--- config.mk ---
export PLATFORM = sky130hd
export DESIGN_NAME = decode_stage
export DESIGN_NICKNAME = d
export VERILOG_FILES = /design/src/rtl/decode_stage.sv
export SDC_FILE = /design/constraint.sdc
export NUM_CORES = 1
export LEC_CHECK = 0
export CORE_UTILIZATION = 35
export CTS_CLUSTER_DIAMETER = 120
export DETAILED_ROUTE_END_ITERATION = 8
export GPL_TIMING_DRIVEN = 0
export PLACE_DENSITY = 0.68
export SYNTH_ARGS = -nofsm -noshare
export SYNTH_HDL_FRONTEND = slang
export SYNTH_SLANG_ARGS = --single-unit
--- constraint.sdc ---
create_clock -name clk -period 2.75 [get_ports clk]
set_input_delay 0.55 -clock clk [delete_from_list [all_inputs] [get_ports clk]]
set_output_delay 0.55 -clock clk [all_outputs]
set_load 0.05 [all_outputs]
--- src/rtl/decode_stage.sv ---
// ---------------------------------------------------------------------------
// decode_stage -- RV32I instruction decode stage with ID/EX pipeline register
//
// Decodes the instruction held in IF/ID, reads operands from the external
// register file (with a same-cycle writeback bypass), detects load-use
// hazards and registers all control and datapath fields into ID/EX.
//
// Ports
//   clk, rst                    clock, synchronous active-high reset
//   InstrD, PCD, PCPlus4D       instruction and its PC / PC+4 from IF/ID
//   ValidD                      InstrD holds a real instruction
//   A1, A2                      register-file read addresses (combinational)
//   RD1, RD2                    register-file read data for A1 / A2
//   RegWriteW, RDW, ResultW     writeback port (used here for bypassing)
//   FlushE                      kill the instruction in D (taken branch/jump)
//   StallD                      load-use hazard, hold PC and IF/ID
//   *E outputs                  registered ID/EX pipeline fields
// ---------------------------------------------------------------------------
module decode_stage (
    input  logic        clk,
    input  logic        rst,
    input  logic [31:0] InstrD,
    input  logic [31:0] PCD,
    input  logic [31:0] PCPlus4D,
    input  logic        ValidD,
    output logic [4:0]  A1,
    output logic [4:0]  A2,
    input  logic [31:0] RD1,
    input  logic [31:0] RD2,
    input  logic        RegWriteW,
    input  logic [4:0]  RDW,
    input  logic [31:0] ResultW,
    input  logic        FlushE,
    output logic        StallD,
    output logic        ValidE,
    output logic        RegWriteE,
    output logic        MemWriteE,
    output logic        BranchE,
    output logic        JumpE,
    output logic        ALUSrcE,
    output logic        IllegalE,
    output logic [1:0]  ResultSrcE,
    output logic [3:0]  ALUControlE,
    output logic [31:0] RD1E,
    output logic [31:0] RD2E,
    output logic [31:0] ImmExtE,
    output logic [31:0] PCE,
    output logic [31:0] PCPlus4E,
    output logic [4:0]  RS1E,
    output logic [4:0]  RS2E,
    output logic [4:0]  RDE
);

    localparam logic [6:0] OP_R      = 7'b0110011;
    localparam logic [6:0] OP_IMM    = 7'b0010011;
    localparam logic [6:0] OP_LOAD   = 7'b0000011;
    localparam logic [6:0] OP_STORE  = 7'b0100011;
    localparam logic [6:0] OP_BRANCH = 7'b1100011;
    localparam logic [6:0] OP_JAL    = 7'b1101111;
    localparam logic [6:0] OP_LUI    = 7'b0110111;

    localparam logic [3:0] ALU_ADD  = 4'b0000;
    localparam logic [3:0] ALU_SUB  = 4'b0001;
    localparam logic [3:0] ALU_AND  = 4'b0010;
    localparam logic [3:0] ALU_OR   = 4'b0011;
    localparam logic [3:0] ALU_XOR  = 4'b0100;
    localparam logic [3:0] ALU_SLT  = 4'b0101;
    localparam logic [3:0] ALU_SLTU = 4'b0110;
    localparam logic [3:0] ALU_SLL  = 4'b0111;
    localparam logic [3:0] ALU_SRL  = 4'b1000;
    localparam logic [3:0] ALU_SRA  = 4'b1001;

    // ALU operation for R-type and I-ALU. funct7[5] selects SUB only for
    // R-type (ADDI has immediate bits there); it selects SRA for both.
    function automatic logic [3:0] alu_from_funct(input logic [2:0] f3,
                                                  input logic       f7b5,
                                                  input logic       is_rtype);
        logic [3:0] op;
        case (f3)
            3'b000:  op = (is_rtype && f7b5) ? ALU_SUB : ALU_ADD;
            3'b001:  op = ALU_SLL;
            3'b010:  op = ALU_SLT;
            3'b011:  op = ALU_SLTU;
            3'b100:  op = ALU_XOR;
            3'b101:  op = f7b5 ? ALU_SRA : ALU_SRL;
            3'b110:  op = ALU_OR;
            default: op = ALU_AND;
        endcase
        return op;
    endfunction

    logic [6:0]  opcode;
    logic [1:0][4:0]  rs_addr;
    logic [1:0][31:0] rf_data;
    logic [1:0][31:0] operand_next;

    assign opcode     = InstrD[6:0];
    assign rs_addr[0] = InstrD[19:15];
    assign rs_addr[1] = InstrD[24:20];
    assign rf_data[0] = RD1;
    assign rf_data[1] = RD2;
    assign A1         = rs_addr[0];
    assign A2         = rs_addr[1];

    // Writeback bypass: the register file is written on the same edge that
    // ID/EX captures, so forward ResultW when it targets a source register.
    generate
        for (genvar gi = 0; gi < 2; gi++) begin : g_bypass
            assign operand_next[gi] =
                (RegWriteW && (RDW != 5'd0) && (RDW == rs_addr[gi])) ? ResultW : rf_data[gi];
        end
    endgenerate

    // Load-use hazard: deliberately independent of the opcode in D, so an
    // instruction that ignores rs2 may still stall on a match.
    assign StallD = ValidE && (ResultSrcE == 2'b01) && (RDE != 5'd0) &&
                    ((RDE == rs_addr[0]) || (RDE == rs_addr[1]));

    logic        reg_write_next, mem_write_next, branch_next, jump_next;
    logic        alu_src_next, illegal_next, lui_next;
    logic [1:0]  result_src_next;
    logic [3:0]  alu_ctl_next;
    logic [31:0] imm_next;

    always_comb begin
        reg_write_next  = 1'b0;
        mem_write_next  = 1'b0;
        branch_next     = 1'b0;
        jump_next       = 1'b0;
        alu_src_next    = 1'b0;
        illegal_next    = 1'b0;
        lui_next        = 1'b0;
        result_src_next = 2'b00;
        alu_ctl_next    = ALU_ADD;
        imm_next        = 32'd0;
        case (opcode)
            OP_R: begin
                reg_write_next = 1'b1;
                alu_ctl_next   = alu_from_funct(InstrD[14:12], InstrD[30], 1'b1);
            end
            OP_IMM: begin
                reg_write_next = 1'b1;
                alu_src_next   = 1'b1;
                alu_ctl_next   = alu_from_funct(InstrD[14:12], InstrD[30], 1'b0);
                imm_next       = {{20{InstrD[31]}}, InstrD[31:20]};
            end
            OP_LOAD: begin
                reg_write_next  = 1'b1;
                alu_src_next    = 1'b1;
                result_src_next = 2'b01;
                imm_next        = {{20{InstrD[31]}}, InstrD[31:20]};
            end
            OP_STORE: begin
                mem_write_next = 1'b1;
                alu_src_next   = 1'b1;
                imm_next       = {{20{InstrD[31]}}, InstrD[31:25], InstrD[11:7]};
            end
            OP_BRANCH: begin
                branch_next  = 1'b1;
                alu_ctl_next = ALU_SUB;
                imm_next     = {{20{InstrD[31]}}, InstrD[7], InstrD[30:25], InstrD[11:8], 1'b0};
            end
            OP_JAL: begin
                reg_write_next  = 1'b1;
                jump_next       = 1'b1;
                result_src_next = 2'b10;
                imm_next        = {{12{InstrD[31]}}, InstrD[19:12], InstrD[20], InstrD[30:21], 1'b0};
            end
            OP_LUI: begin
                reg_write_next = 1'b1;
                alu_src_next   = 1'b1;
                lui_next       = 1'b1;
                imm_next       = {InstrD[31:12], 12'h000};
            end
            default: illegal_next = 1'b1;
        endcase
        // An empty slot carries no side effects and cannot be illegal.
        if (!ValidD) begin
            reg_write_next = 1'b0;
            mem_write_next = 1'b0;
            branch_next    = 1'b0;
            jump_next      = 1'b0;
            alu_src_next   = 1'b0;
            illegal_next   = 1'b0;
        end
    end

    logic bubble;
    assign bubble = FlushE || StallD;

    // Control half of ID/EX: flush and stall both insert a bubble.
    always_ff @(posedge clk) begin
        if (rst) begin
            ValidE      <= 1'b0;
            RegWriteE   <= 1'b0;
            MemWriteE   <= 1'b0;
            BranchE     <= 1'b0;
            JumpE       <= 1'b0;
            ALUSrcE     <= 1'b0;
            IllegalE    <= 1'b0;
            ResultSrcE  <= 2'b00;
            ALUControlE <= ALU_ADD;
        end else if (bubble) begin
            ValidE      <= 1'b0;
            RegWriteE   <= 1'b0;
            MemWriteE   <= 1'b0;
            BranchE     <= 1'b0;
            JumpE       <= 1'b0;
            ALUSrcE     <= 1'b0;
            IllegalE    <= 1'b0;
            ResultSrcE  <= 2'b00;
            ALUControlE <= ALU_ADD;
        end else begin
            ValidE      <= ValidD;
            RegWriteE   <= reg_write_next;
            MemWriteE   <= mem_write_next;
            BranchE     <= branch_next;
            JumpE       <= jump_next;
            ALUSrcE     <= alu_src_next;
            IllegalE    <= illegal_next;
            ResultSrcE  <= result_src_next;
            ALUControlE <= alu_ctl_next;
        end
    end

    // Datapath half of ID/EX: contents are don't-care behind a bubble, so
    // it simply holds instead of being cleared.
    always_ff @(posedge clk) begin
        if (rst) begin
            RD1E     <= 32'd0;
            RD2E     <= 32'd0;
            ImmExtE  <= 32'd0;
            PCE      <= 32'd0;
            PCPlus4E <= 32'd0;
            RS1E     <= 5'd0;
            RS2E     <= 5'd0;
            RDE      <= 5'd0;
        end else if (!bubble) begin
            RD1E     <= lui_next ? 32'd0 : operand_next[0];
            RD2E     <= operand_next[1];
            ImmExtE  <= imm_next;
            PCE      <= PCD;
            PCPlus4E <= PCPlus4D;
            RS1E     <= rs_addr[0];
            RS2E     <= rs_addr[1];
            RDE      <= InstrD[11:7];
        end
    end

endmodule

Word-level counts from Yosys, hierarchy flattened
Cells that the tools add are included.
- multiplexer cells: 17
- eq/ne operators: 18
- bitwise operators: 1
- reductions and logical operators: 17
- operators with widths (cell ; count):
    case mux 32 bit (5 select lines) ; 1
    two-way mux 32 bit ; 3
    case mux 4 bit (7 select lines) ; 2
    == test 7 x 6 -> 1 bit, second input constant ; 3
    == test 5 bit ; 4
    == test 7 bit, second input constant ; 2
    case mux 4 bit (3 select lines) ; 1
    nonzero test 5 bit ; 2
    == test 3 bit, second input constant ; 3
    two-way mux 1 bit ; 9
    == test 7 x 2 -> 1 bit, second input constant ; 1
    == test 7 x 5 -> 1 bit, second input constant ; 1
    OR reduction 7 bit ; 1
    == test 3 x 2 -> 1 bit, second input constant ; 2
    logical AND 1 bit ; 6
    OR reduction 5 bit ; 1
    case mux 2 bit (2 select lines) ; 1
    OR reduction 2 bit ; 2
    OR reduction 4 bit ; 1
    == test 3 x 1 -> 1 bit, second input constant ; 1
    zero test 3 bit ; 1
    OR reduction 3 bit ; 1
    == test 2 x 1 -> 1 bit, second input constant ; 1
    logical OR 1 bit ; 2
    NOT 1 bit ; 1
- word-level logic and storage cells: 70
- register bits after elaboration: 188

Depth between registers and ports, before layout
- depth after elaboration: 6
- mapped depth: 8
- gate-level depth less buffers: 5

Worst setup path before layout
No wires, ideal clock.
- path type: register -> output
- from: reg RDE[3]
- to: out StallD
- path buffers: 1
- data required time: 2.200 ns
- cell stages (with the launch flop): 6
- data arrival time: 1.837 ns
- path slack: 0.363 ns
- cells stage by stage: dfxtp_1 xnor2_1 nand3_1 o22a_2 nor2_2 buf_2
- cells in the longest elaborated chain, start to end: 3
- elaborated cells between the ends (all ways): 6
- classes of those cells: eq/ne: 2; reduce/logical: 4
- ends and longest elaborated chain (element ; line ; source):
    from (decl) ; 51 ; output logic [4:0] RDE
    from (signal assigned) ; 246 ; RDE <= InstrD[11:7];
    == test 5 bit / nonzero test 5 bit (equally long branches) ; 117, 116 ;
    logical OR 1 bit / logical AND 1 bit (equally long branches) ; 117, 116 ;
    logical AND 1 bit * ; 116 ; assign StallD = ValidE && (ResultSrcE == 2'b01) && (RDE != 5'd0) &&
    to (decl) ; 34 ; output logic StallD,
Mark *: on every way between the ends. The rest lies on a longest branch, timed or not.

Final worst setup path
- from: in InstrD[19]
- to: out StallD
- cells in the longest elaborated chain, start to end: 3
- ends and longest elaborated chain (element ; line ; source):
    from (decl) ; 22 ; input logic [31:0] InstrD,
    == test 5 bit ; 117 ; ((RDE == rs_addr[0]) || (RDE == rs_addr[1]));
    logical OR 1 bit ; 117 ;
    logical AND 1 bit ; 116 ;
No other way between the ends.

==> flow_summary.json <==
{
  "crit_fanout": 10,
  "chipWidth_um": 165,
  "hold_class": "register to register",
  "worst_setup_path_end_kind": "output pin",
  "outcome": "finished clean",
  "p_per_area_nw_per_um2": 516,
  "drc_errors": 0,
  "ios": 401,
  "met1_length_um": 14700,
  "period_share_pct": 95.4,
  "synth_seq_area_share_pct": 40.6,
  "worst_slew_pin_slew_ns": 0.862,
  "antenna_found_initial": 0,
  "die-area_um2": 27200,
  "layout.cells.non_filler": 1820,
  "synth_edf_count": 0,
  "overflow": 0,
  "cts_tree": "built",
  "finalSetupViolations": 0,
  "cp-start-kind": "input port",
  "yosysTopAreaCell": "dfxtp_1",
  "final-hold-violation-count": 0,
  "first_iter_violations": 616,
  "htree_levels": 4,
  "p_int_mw": 4.87,
  "rows": 59,
  "vias": 9321,
  "ctsLongestPathBuffers": 2,
  "route.met2.wl_um": 17600,
  "whs_ns": 0.461,
  "timing.max_cap.violations": 0,
  "top_layer_used": "met4",
  "ant_nets": 0,
  "cts-hold-fix-buffers": 0,
  "yosys.area.top_type_share_pct": 40.6,
  "rsz0062_at_grt": "false",
  "p_seq_share_pct": 40.2,
  "cp.required_ns": 2.20,
  "start_util_pct": 35.6,
  "port_buffers": 397,
  "ys_ff_latch": 188,
  "fin_crit_ns": 2.62,
  "cts_buffers": 17,
  "p_switching_mw": 2.48,
  "core-area_um2": 26100,
  "dp_cells": 1785,
  "track_usage_pct": 25.7,
  "avgRoutedWirePerCell_um": 19.8,
  "drive_gt1_share_pct": 7.42,
  "clkLatencyLatePin_ns": 0.44,
  "cp.arrival_ns": 2.07,
  "first_pass_iters": 5,
  "vdd_drop_max_mv": 0.499,
  "relSlewSlack_pct": 42.5,
  "fin_nets": 1672,
  "clock_skew_ns": 0.0182,
  "routabilityCongestion": 0.868,
  "p_comb_share_pct": 26.2,
  "switching_share_pct": 33.8,
  "synth_cell_types": 55,
  "clockPowerShare_pct": 33.6,
  "cts_root_buf": "clkbuf_16",
  "grt_pass1_vias": 9086,
  "die_h_um": 165,
  "vias_per_cell": 5.12,
  "clkTransAtPathRegs_ns": 0.07,
  "ys_warn_count": 0,
  "synth_area_um2": 9280,
  "grt_start_max_net_pins": 20,
  "synth_area_per_cell_um2": 8.81,
  "area_growth_pct": 53.7,
  "syn_nets": 1255,
  "fmax_mhz": 381,
  "ys.flop_type": "dfxtp_1",
  "slew_viol_final": 0,
  "syn_inst": 1053,
  "fin_setup_tns_ns": 0,
  "dpl.hpwl_um": 28200,
  "wl_met3_um": 3000,
  "synth_area_leaders": "dfxtp_1, mux2i_1, nand2_1",
  "r2r_slack_ns": 0.39,
  "ys_async_sr_fraction_pct": 0,
  "grt_first_pass_wirelength_um": 52800,
  "clock-sinks": 188,
  "worst-setup-path-type": "input port to output pin",
  "fin_util_pct": 54.7,
  "leakagePower_nw": 5.78,
  "wl_um": 36000
}
## kinds of logic (layout without fill, tap and decap cells)
logic type	after synthesis	after routing	share of synthesized area [%]
buffers and inverters	117	547	7.01
muxes	135	135	14.9
AOI/OAI and AO/OA	227	227	17.6
DFF	188	188	40.6
other	0	2	0
and+or+nand+nor	365	365	18.0
xor gates and xnor gates	21	21	1.98
## through the flow
step	total power [mW]	instance area [um^2]	worst slack, ns
after floorplan	4.12	9280	0.363
after global placement	4.93	13700	-1.21
after detailed placement	4.95	13700	-1.22
after CTS	7.41	14300	0.128
after global routing	7.63	14300	0.00182
final	7.36	14300	0.126
## sequential cells by signal, summed over array words and instances, names as in the netlist
signal,flops
RS2E,5
JumpE,1
IllegalE,1
ValidE,1
RDE,5
RD2E,32
BranchE,1
ImmExtE,32
ALUControlE,4
MemWriteE,1
PCE,32
RegWriteE,1
ResultSrcE,2
ALUSrcE,1
PCPlus4E,32
RS1E,5
RD1E,32
## layer usage
metal  global-route usage [%]  vias up
li1                         -     4551
met1                     30.5     4356
met2                     44.8      369
met3                     7.03       45
met4                     8.01        0
met5                        0        -
## cell usage after synthesis, types with 12 or more instances
| cell type | number |
|---|---|
| and3_1 | 34 |
| a21boi_1 | 32 |
| dfxtp_1 | 188 |
| mux2i_1 | 113 |
| buf_4 | 16 |
| a21oi_1 | 27 |
| clkbuf_1 | 58 |
| buf_2 | 12 |
| nor2b_1 | 24 |
| buf_6 | 18 |
| xnor2_1 | 20 |
| nand2_1 | 223 |
| o211a_1 | 21 |
| o21ai_1 | 64 |
| nand3_1 | 48 |
| o2111ai_1 | 28 |
## path summary, 6_finish.rpt
| path | start | cells after the start | end |
|---|---|---|---|
| max | InstrD[19] | 7 | StallD |
| min | PCPlus4E[19] | 2 | PCPlus4E[19] |
| max reg2reg | RDE[0] | 5 | ImmExtE[4] |
| min reg2reg | PCPlus4E[19] | 2 | PCPlus4E[19] |
## cell type report
cell class	instances	area, um^2
fillers	2414	11800
multi-input cells	748	4870
repair buffers	398	3970
flip-flops and latches	188	3760
plain buffers	108	619
clock buffers	18	429
well taps	335	419
clock inverters	14	150
inverters	9	33.8
diodes	2	5.00
## power groups by stage
stage          clock network (mW)  registers (mW)  logic, mW
2_1_floorplan                   0            3.52      0.600
3_5_place_dp                    0            3.02       1.93
5_1_grt                      2.62            2.97       2.04
3_3_place_gp                    0            3.01       1.92
6_report                     2.47            2.95       1.93
4_1_cts                      2.52            2.95       1.94
## worst max-delay path, stage by stage
cell and delay, ns:
dlygate4sd2_1 0.37, xnor2_1 0.16, nand3_1 0.12, o22a_2 0.33, nor2_4 0.13, buf_4 0.19, buf_4 0.22
## repair_timing
action                                  in CTS  in global routing
setup buffers                                1                  0
pin swaps                                    1                  1
endpoints found under the setup margin       5                  1
resized for setup                           26                  1
## cell usage in the layout (no fill, tap or decap), types with 6 or more instances in the layout
master / netlist / layout
a211o_1: 9 / 9
a21boi_1: 32 / 32
a21oi_1: 27 / 27
a31oi_1: 8 / 8
and3_1: 34 / 34
buf_2: 12 / 11
buf_4: 16 / 19
buf_6: 18 / 18
clkbuf_1: 58 / 59
clkbuf_16: 0 / 17
clkdlybuf4s50_1: 0 / 387
dfxtp_1: 188 / 188
inv_1: 8 / 8
mux2_1: 11 / 11
mux2_2: 11 / 11
mux2i_1: 113 / 113
nand2_1: 223 / 223
nand3_1: 48 / 48
nor2_1: 9 / 9
nor2b_1: 24 / 24
o2111ai_1: 28 / 28
o211a_1: 21 / 21
o21ai_0: 6 / 6
o21ai_1: 64 / 64
o221a_1: 8 / 8
xnor2_1: 20 / 20
Note: power is estimated with default switching activity, not from simulation.
